## src/rtl/match_timer_pkg.sv

```systemverilog
// match_timer shared types and constants.
// Counter width and the two-state run/idle encoding.
package match_timer_pkg;

    localparam int MT_WIDTH = 17;

    typedef enum logic {
        MT_IDLE = 1'b0,
        MT_RUN  = 1'b1
    } mt_state_t;

endpackage

```

## src/rtl/match_timer.sv

```systemverilog
// Programmable interval timer: one-cycle tick on count match.
// One-shot or periodic, with a shadowed period reload.
module match_timer
    import match_timer_pkg::*;
#(
    parameter int WIDTH = MT_WIDTH
) (
    input  logic             clk,
    input  logic             reset,
    input  logic             load,
    input  logic [WIDTH-1:0] period,
    input  logic             start,
    input  logic             stop,
    input  logic             periodic,
    output logic             tick,
    output logic             busy,
    output logic [WIDTH-1:0] count
);

    mt_state_t        state;
    logic [WIDTH-1:0] target;
    logic [WIDTH-1:0] target_m1;
    logic [WIDTH-1:0] shadow;
    logic             pend;
    logic             mode;
    logic             ld;
    logic             match;

    // a zero period is never a legal interval, so such loads are dropped
    assign ld    = load && (period != '0);
    assign match = (count == target_m1);
    assign busy  = (state == MT_RUN);

    // timer state machine; all outputs come straight from registers
    always_ff @(posedge clk or posedge reset) begin
        if (reset) begin
            state     <= MT_IDLE;
            target    <= '0;
            target_m1 <= '0;
            shadow    <= '0;
            pend      <= 1'b0;
            mode      <= 1'b0;
            count     <= '0;
            tick      <= 1'b0;
        end else begin
            tick <= 1'b0;
            unique case (state)
                MT_IDLE: begin
                    count <= '0;
                    if (ld) begin
                        target    <= period;
                        target_m1 <= period - 1'b1;
                    end
                    if (start && !stop && (ld || target != '0)) begin
                        state <= MT_RUN;
                        mode  <= periodic;
                    end
                end
                MT_RUN: begin
                    if (stop) begin
                        state <= MT_IDLE;
                        count <= '0;
                        pend  <= 1'b0;
                    end else if (start) begin
                        count <= '0;
                        mode  <= periodic;
                        pend  <= 1'b0;
                        if (ld) begin
                            target    <= period;
                            target_m1 <= period - 1'b1;
                        end else if (pend) begin
                            target    <= shadow;
                            target_m1 <= shadow - 1'b1;
                        end
                    end else if (match) begin
                        tick  <= 1'b1;
                        count <= '0;
                        if (pend) begin
                            target    <= shadow;
                            target_m1 <= shadow - 1'b1;
                            pend      <= 1'b0;
                        end
                        if (!mode) begin
                            state <= MT_IDLE;
                            // a load landing on the final tick becomes the next interval
                            if (ld) begin
                                target    <= period;
                                target_m1 <= period - 1'b1;
                                pend      <= 1'b0;
                            end
                        end else if (ld) begin
                            shadow <= period;
                            pend   <= 1'b1;
                        end
                    end else begin
                        count <= count + 1'b1;
                        if (ld) begin
                            shadow <= period;
                            pend   <= 1'b1;
                        end
                    end
                end
                default: state <= MT_IDLE;
            endcase
        end
    end

endmodule
```

## config.mk

```make
export PLATFORM = sky130hd
export DESIGN_NAME = match_timer
export DESIGN_NICKNAME = d
export VERILOG_FILES = /design/src/rtl/match_timer_pkg.sv /design/src/rtl/match_timer.sv
export SDC_FILE = /design/constraint.sdc
export NUM_CORES = 1
export LEC_CHECK = 0
export BUFFER_PORTS_ARGS = -buffer_cell sky130_fd_sc_hd__buf_2
export CORE_MARGIN = 10
export CORE_UTILIZATION = 39
export CTS_BUF_LIST = sky130_fd_sc_hd__clkbuf_8 sky130_fd_sc_hd__clkbuf_16
export DETAILED_ROUTE_END_ITERATION = 6
export GPL_TIMING_DRIVEN = 0
export PLACE_DENSITY_LB_ADDON = 0.2
export SYNTH_ARGS = -nofsm -noshare
export SYNTH_HDL_FRONTEND = slang
export SYNTH_SLANG_ARGS = --single-unit
```

## constraint.sdc

```tcl
create_clock -name clk -period 4.5 [get_ports clk]
set_input_delay 0.675 -clock clk [delete_from_list [all_inputs] [get_ports clk]]
set_output_delay 0.675 -clock clk [all_outputs]
set_load 0.02 [all_outputs]
```

## Yosys cells after proc, flatten, opt, wreduce, memory -nomap -nowiden

Cells that the tools add are included.

- Add/subtract/negate cells: 3
- Reduce and logical (&&, ||, !) cells: 12
- Eq/ne operators: 7
- Muxes and demuxes: 43
- Bitwise gates (word level): 3

Operators by type and width:

| operator | number |
|---|---|
| two-way mux 17 bit | 20 |
| one-hot mux 17 bit (2 select lines) | 3 |
| nonzero test 17 bit | 2 |
| subtractor 17 x 1 -> 17 bit, second input constant | 2 |
| two-way mux 1 bit | 18 |
| adder 17 x 1 -> 17 bit, second input constant | 1 |
| equality test 17 bit | 1 |
| inequality test 2 bit, second input constant | 5 |
| AND reduction 3 bit | 2 |
| one-hot mux 1 bit (2 select lines) | 2 |
| AND reduction 4 bit | 1 |
| nonzero test 4 bit | 1 |
| logical AND 1 bit | 3 |
| inequality test 3 x 2 -> 1 bit, second input constant | 1 |
| NOT 1 bit | 3 |
| AND reduction 2 bit | 1 |
| logical NOT 1 bit | 1 |
| logical OR 1 bit | 1 |

- Word-level logic and storage cells: 76
- Output and inout port bits: 19
- Input bits: 23
- Register bits after elaboration: 72

## Depth between registers and ports, before layout

Gate-level depths: netlist of the first run.

- Depth after elaboration: 8
- Depth in mapped cells: 11
- Mapped depth without buffers: 8

## Least setup slack after synthesis of the first run

Ideal clock, no wire load.

- Kind: input to register
- Start: input port period[0]
- End: register target_m1[10]
- Arrival time: 2918 ps
- Cell stages on the path: 10
- Data required time: 4379 ps
- Path slack: 1461 ps
- Path buffers: 2
- Library setup time: 121 ps
- Cell sequence: inv_1 > ha_1 > or4b_2 > or4_1 > clkbuf_1 > a32o_1 > a21oi_4 > nor2_1 > buf_2 > o22a_1

- Longest elaborated chain between the ends: 8
- Elaborated cells between the ends (all ways): 12
- Those cells by class: add/sub (1); eq/ne (1); mux (7); reduce/logical (3)

RTL lines:

| element | line | source |
|---|---|---|
| start: declaration | match_timer.sv:11 | `input logic [WIDTH-1:0] period,` |
| branches (longest 8 deep; another with subtractor 17 x 1 -> 17 bit) | n/a |  |
| end signal: assignment | match_timer.sv:52 | `target_m1 <= period - 1'b1;` |
| end signal: assignment | match_timer.sv:70 | `target_m1 <= period - 1'b1;` |
| end signal: assignment | match_timer.sv:80 | `target_m1 <= shadow - 1'b1;` |
| end: declaration | match_timer.sv:22 | `logic [WIDTH-1:0] target_m1;` |

Parallel ways; which one is timed is not known. The select of a mux whose other input is x is not followed.
A chain may end at the register's enable or synchronous reset.

## Worst setup path in the final report of the first run

- Start: input port period[1]
- End: register target_m1[10]

The elaborated chain is that of the path after synthesis.

==> results of run 1 <==
==> critical path, stage by stage <==
cell      delay [ns]
buf_2           0.14
inv_1           0.10
ha_1            0.15
or4b_2          0.61
or4_1           0.43
clkbuf_1        0.17
a31oi_2         0.48
clkbuf_1        0.48
a22oi_1         0.21
o22a_1          0.22
==> registers in the layout, summed over array words and instances, names as in the netlist <==
| register | flops |
|---|---|
| count | 17 |
| shadow | 17 |
| target | 17 |
| target_m1 | 17 |
| busy | 1 |
| mode | 1 |
| pend | 1 |
| tick | 1 |
==> layer usage <==
| metal | track usage, % | vias to the layer above |
|---|---|---|
| met1 | 18.8 | 1531 |
| met4 | 4.22 | 0 |
| met3 | 4.42 | 13 |
| met5 | 0 | - |
| met2 | 23.0 | 101 |
| li1 | - | 1518 |
==> metrics by stage <==
step / std cells / hold slack, ns / instance area (um^2) / total power, uW / setup slack, ns
after floorplan: 384 / 0.448 / 3970 / 1080 / 1.46
after global placement: 558 / 0.468 / 4350 / 1190 / 0.693
after detailed placement: 558 / 0.466 / 4350 / 1190 / 0.762
after CTS: 574 / 0.488 / 4570 / 1750 / 1.10
after global routing: 574 / 0.497 / 4570 / 1830 / 0.855
final: 574 / 0.486 / 4570 / 1730 / 1.05
==> layout make-up <==
cell class	count	area, um^2	area share (%)
multi-input cells	286	2050	45.0
repair buffers	41	205	4.49
plain buffers	17	83.8	1.84
clock inverters	3	38.8	0.850
well taps	133	166	3.64
clock buffers	13	179	3.92
inverters	9	36.3	0.795
flip-flops and latches	72	1800	39.5
==> placed cells by master, fill, tap and decap left out, types with 5 or more instances in the layout <==
cell type / n
buf_2: 48
or3_1: 5
clkbuf_8: 13
xnor2_1: 34
or4_1: 7
a31oi_1: 5
o22a_1: 14
dfrtp_1: 72
mux2_2: 17
o2bb2ai_1: 16
nand4_1: 8
xor2_1: 24
nor4_1: 11
nor3_1: 7
inv_1: 9
a22oi_1: 23
nor2_1: 41
clkbuf_1: 8
and3_1: 5
nand3_1: 9
nand2_1: 17
==> worst min-delay path by stage <==
stage	from	endpoint	slack, ns	depth (start not counted)
final	target[6]$_DFFE_PP0P_	target[6]$_DFFE_PP0P_	0.49	1
after global routing	target[13]$_DFFE_PP0P_	target[13]$_DFFE_PP0P_	0.50	1
after CTS	target[13]$_DFFE_PP0P_	target[13]$_DFFE_PP0P_	0.49	1
after detailed placement	target[13]$_DFFE_PP0P_	target[13]$_DFFE_PP0P_	0.47	1
after global placement	target[14]$_DFFE_PP0P_	target[14]$_DFFE_PP0P_	0.47	1
after floorplan	target[7]$_DFFE_PP0P_	target[7]$_DFFE_PP0P_	0.45	1
==> power by group <==
group / switching [uW] / leakage (uW) / internal (uW)
logic: 164 / 0.000842 / 162
registers: 108 / 0.000892 / 748
clock network: 233 / 0.000117 / 314
total: 505 / 0.00185 / 1220
==> logic make-up (layout without fill, tap and decap cells) <==
family,count (synthesis),count (layout),synth area share (%)
buffers and inverters,26,83,2.96
AND/OR/NAND/NOR,123,123,15.9
AO/OA/AOI/OAI,82,82,16.5
adder cells (fa/ha/maj),4,4,1.26
multiplexers,19,19,5.32
flip-flops,72,72,45.3
XOR/XNOR,58,58,12.8
==> metrics.txt, run 1 <==
status=completed; Hold Path Class=flop to flop; sequential fraction of the synthesis area=approximately 45%; RR Startpoint=count[12]$_DFF_PP0_; share of the synthesized area in the top cell type=a little under half; via count=~3200; crit path kind=input pin to flop; Die Y=121 um; Post-CTS Setup Bufs=0; IO Pins=42; Setup Total Neg Slack=0 ns; DR top layer=met4; CTS max path bufs=2; first-pass GRT wire length=~17 mm; vias in the first global route=3244; final core utilization=a little under half; total wire length=roughly 10 mm; Vias/cell=~5.5; maximum clock frequency=290 MHz; Core ar.=9860 um^2; CTS buffer count=9; DRC=0; Worst slew margin=37.9%; clk slew on worst S/H paths=roughly 0.070 ns; Cell variety after synth=between 40 and 50; cell depth of the worst flop-to-flop path=8; most numerous cell in the Yosys netlist=dfrtp_1; commonest cells in the netlist=dfrtp_1, nor2_1, xnor2_1, xor2_1, a22oi_1; die width=121 um; R2R Path End=shadow[8]$_DFFE_PP0P_; met2 WL=~4.8 mm; Final Cycle Share=around 77%; Critical Path Sink=target_m1[10]$_DFFE_PP0P_; worst-margin pin slew=0.924 ns; layout cells sized above 1=between 15 and 20%; Synth Warn #=0; drt wl/cell=around 18 um; Cells after Synth=between 300 and 400; synthesis-stage register bit count=72; drt initial violations=234; fill cell count=~960; Clock Skews=between 0.009 and 0.01 ns; worst-skew pair later-pin latency=approximately 0.34 ns; Final min period=around 3.4 ns; unrepaired setup endpoints after global routing=false; Resized Gates After CTS=0; GP Congestion=slightly above 0.9; pwr/cell area=about 380 nW/um^2; EDFF count, synth=0; Mapped Nets=411; antenna viol nets, final=0; CTS H-tree depth=3; worst vdd ir=~180 uV; Post-synth ARST share=100%; Slew Limit Fails=0; Die Area=14600 um^2; ranking of synthesized cells by area=dfrtp_1, xnor2_1, xor2_1; Root Buffer=clkbuf_8; clk sinks=between 70 and 80; IO Port Bufs=about 40; antenna violations before repair=0; CTS Hold Buffers Added=0; leak pwr=between 0.0015 and 0.002 uW; Critical Path Sink Type=flop; r2r setup slk=1.87 ns; CTS tree=done; CP startpoint=period[1]; cell accounting for the most synthesized area=dfrtp_1; DR pass1 iterations=5; row cnt=36; Post-Syn Area=between 3000 and 4000 um^2; Avg Inst Size Synth=10.3 um^2; CP arrival=around 3.7 ns; CP max FO=10; Setup Viol. Count Final=0; Nets=~460; antenna cells=0; CP required=4.72 ns; GRT Util Overall=between 10% and 20%; global route total overflow=0; top_reg_cell synth=dfrtp_1; Initial Util=around two fifths; met1 WL=4.76 mm; met3 WL=around 670 um; MaxCap Viol Count=0; Hold Fails Final Rpt=0; largest net degree at the start of global routing=73; Worst setup SP type=input pin; Area Overhead vs Synth=14.9%; Final HPWL DP=slightly below 8 mm
Power figures use the tool's default switching activity.
==> inputs of run 2 (changes only) <==
clock period = 2.8 ns   (was 4.5 ns; I/O delays follow)
==> run 2 against run 1 <==
Cell count rose by 0.35%. Highest routed layer unchanged. Total power is 63% higher. Critical endpoint is now target_m1[6]$_DFFE_PP0P_. Design area is 2.8% higher. Worst hold slack got worse by 0.22 ns. Clock skew down 0.0019 ns. Flip-flop and latch count did not move. Combinational power rose by 71%. Sequential share of layout area decreased by 1.1 points. Global-route usage is 0.20 points higher. Critical path depth is the same. Register-to-register slack lost 1.7 ns.
==> metrics.txt, run 2 (same netlist as run 1, synthesis figures left out) <==
antenna cells=0; Slew Limit Fails=0; MaxCap Viol Count=0; Initial Util=40.3%; clk slew on worst S/H paths=0.07 ns; Vias/cell=roughly 5.5; Core ar.=roughly 9900 um^2; unrepaired setup endpoints after global routing=false; DRC=0; CTS buffer count=9; GRT Util Overall=14.8%; clk sinks=between 70 and 80; IO Port Bufs=between 40 and 50; Die Y=approximately 120 um; Area Overhead vs Synth=18.1%; delay-heaviest family, CP=simple AND/OR/NAND/NOR gates; leak pwr=~0.0019 uW; Worst Slack Setup Final=0.0728 ns; Setup Total Neg Slack=0 ns; CP arrival=3.01 ns; pwr/cell area=between 600 and 700 nW/um^2; cell depth of the worst flop-to-flop path=6; pre-CTS setup slack=-0.683 ns; CTS max path bufs=2; CP max stage cell=or4b_2; antenna viol nets, final=0; commonest non-fill, non-tap cell in the layout=dfrtp_1; Critical Path Stages=10; r2r setup slk=0.18 ns; total wire length=10.5 mm; first-pass GRT wire length=between 15 and 20 mm; die width=~120 um; maximum clock frequency=roughly 370 MHz; CP most frequent cell=buf_2; Worst slew margin=~37%; status=completed; Final min period=about 2.7 ns; Final Cycle Share=between 90% and 100%; worst-skew pair later-pin latency=between 0.3 and 0.4 ns; Critical Path Sink Type=flop; Clock Skews=0.00804 ns; Hold Path Class=input pin to async pin; Nets=465; global route total overflow=0; Root Buffer=clkbuf_8; CP max stage delay=0.61 ns; layout cells sized above 1=roughly a quarter; CTS H-tree depth=3; Worst setup SP type=input pin; crit path kind=input pin to flop; DR pass1 iterations=5; worst path buffer plus inverter count=4; IO Pins=42; vias in the first global route=~3300; Setup Viol. Count Final=0; CTS tree=done; RR Startpoint=shadow[2]$_DFFE_PP0P_; Final HPWL DP=between 7 and 8 mm; row cnt=36; Hold Fails Final Rpt=0; most frequent cells in the layout=dfrtp_1, buf_2, nor2_1, xnor2_1, xor2_1; Critical Path Sink=target_m1[6]$_DFFE_PP0P_; GP Congestion=between 0.9 and 1; R2R Path End=target_m1[15]$_DFFE_PP0P_; worst path cell trace=buf_2 -> inv_1 -> ha_1 -> or4b_2 -> or4_4 -> a31o_2 -> buf_2 -> buf_4 -> a32oi_4 -> o22a_1; antenna violations before repair=0; CP max FO=10; largest net degree at the start of global routing=73; worst-margin pin slew=between 0.9 and 1 ns; drt wl/cell=around 18 um; via count=roughly 3200; CP required=between 3 and 4 ns; drt initial violations=223; worst vdd ir=about 270 uV; Die Area=approximately 15000 um^2; CP startpoint=period[1]
run 2: changes by cell type in the layout (fill, tap and decap cells not counted), sizes merged:
cell | previous run | this run
buf | 50 | 56
clkbuf | 21 | 17
run 2: where the power goes:
| part | total [uW] | internal, uW | leakage (uW) | switching, uW |
|---|---|---|---|---|
| sequential | 1380 | 1200 | 0.000892 | 176 |
| clock | 887 | 505 | 0.000117 | 382 |
| combinational | 557 | 281 | 0.000890 | 277 |
run 2: metal layers:
layer  share of wire (%)  GRT usage [%]
met1                  46           18.9
met2                  47           23.6
met3                 6.5           4.42
met4                 1.1           4.22
met5                   0              0
run 2: worst min path at each step:
stage / from / to / slack [ns] / depth (start not counted)
after floorplan: target[7]$_DFFE_PP0P_ / target[7]$_DFFE_PP0P_ / 0.45 / 1
after global placement: target[14]$_DFFE_PP0P_ / target[14]$_DFFE_PP0P_ / 0.47 / 1
after detailed placement: target[13]$_DFFE_PP0P_ / target[13]$_DFFE_PP0P_ / 0.47 / 1
after CTS: stop / busy$_DFF_PP0_ / 0.27 / 2
after global routing: stop / busy$_DFF_PP0_ / 0.28 / 2
final: reset / count[14]$_DFF_PP0_ / 0.27 / 2
run 2: metrics by stage:
stage          util, %  hold slack, ns  instances  instance area, um^2  power [uW]
6_report          47.6           0.269        576                 4690        2820
2_1_floorplan        -           0.448        384                 3970        1730
3_3_place_gp      44.1           0.468        558                 4350        1910
4_1_cts           46.7           0.271        575                 4610        2820
5_1_grt           47.6           0.284        576                 4690        2980
3_5_place_dp      44.1           0.466        558                 4350        1920
run 2: layout make-up:
cell class | count | area, um^2
Buffer | 15 | 96.3
Clock buffer | 13 | 179
Clock inverter | 3 | 38.8
Fill cell | 956 | 5170
Inverter | 9 | 36.3
Multi-Input combinational cell | 286 | 2130
Sequential cell | 72 | 1800
Tap cell | 133 | 166
Timing Repair Buffer | 45 | 248
run 2: what timing repair did:
item,4_1_cts,5_1_grt
hold buffers,0,0
gates resized for setup,9,21
pin swaps,0,1
setup buffers,2,2
setup endpoints to repair,37,34
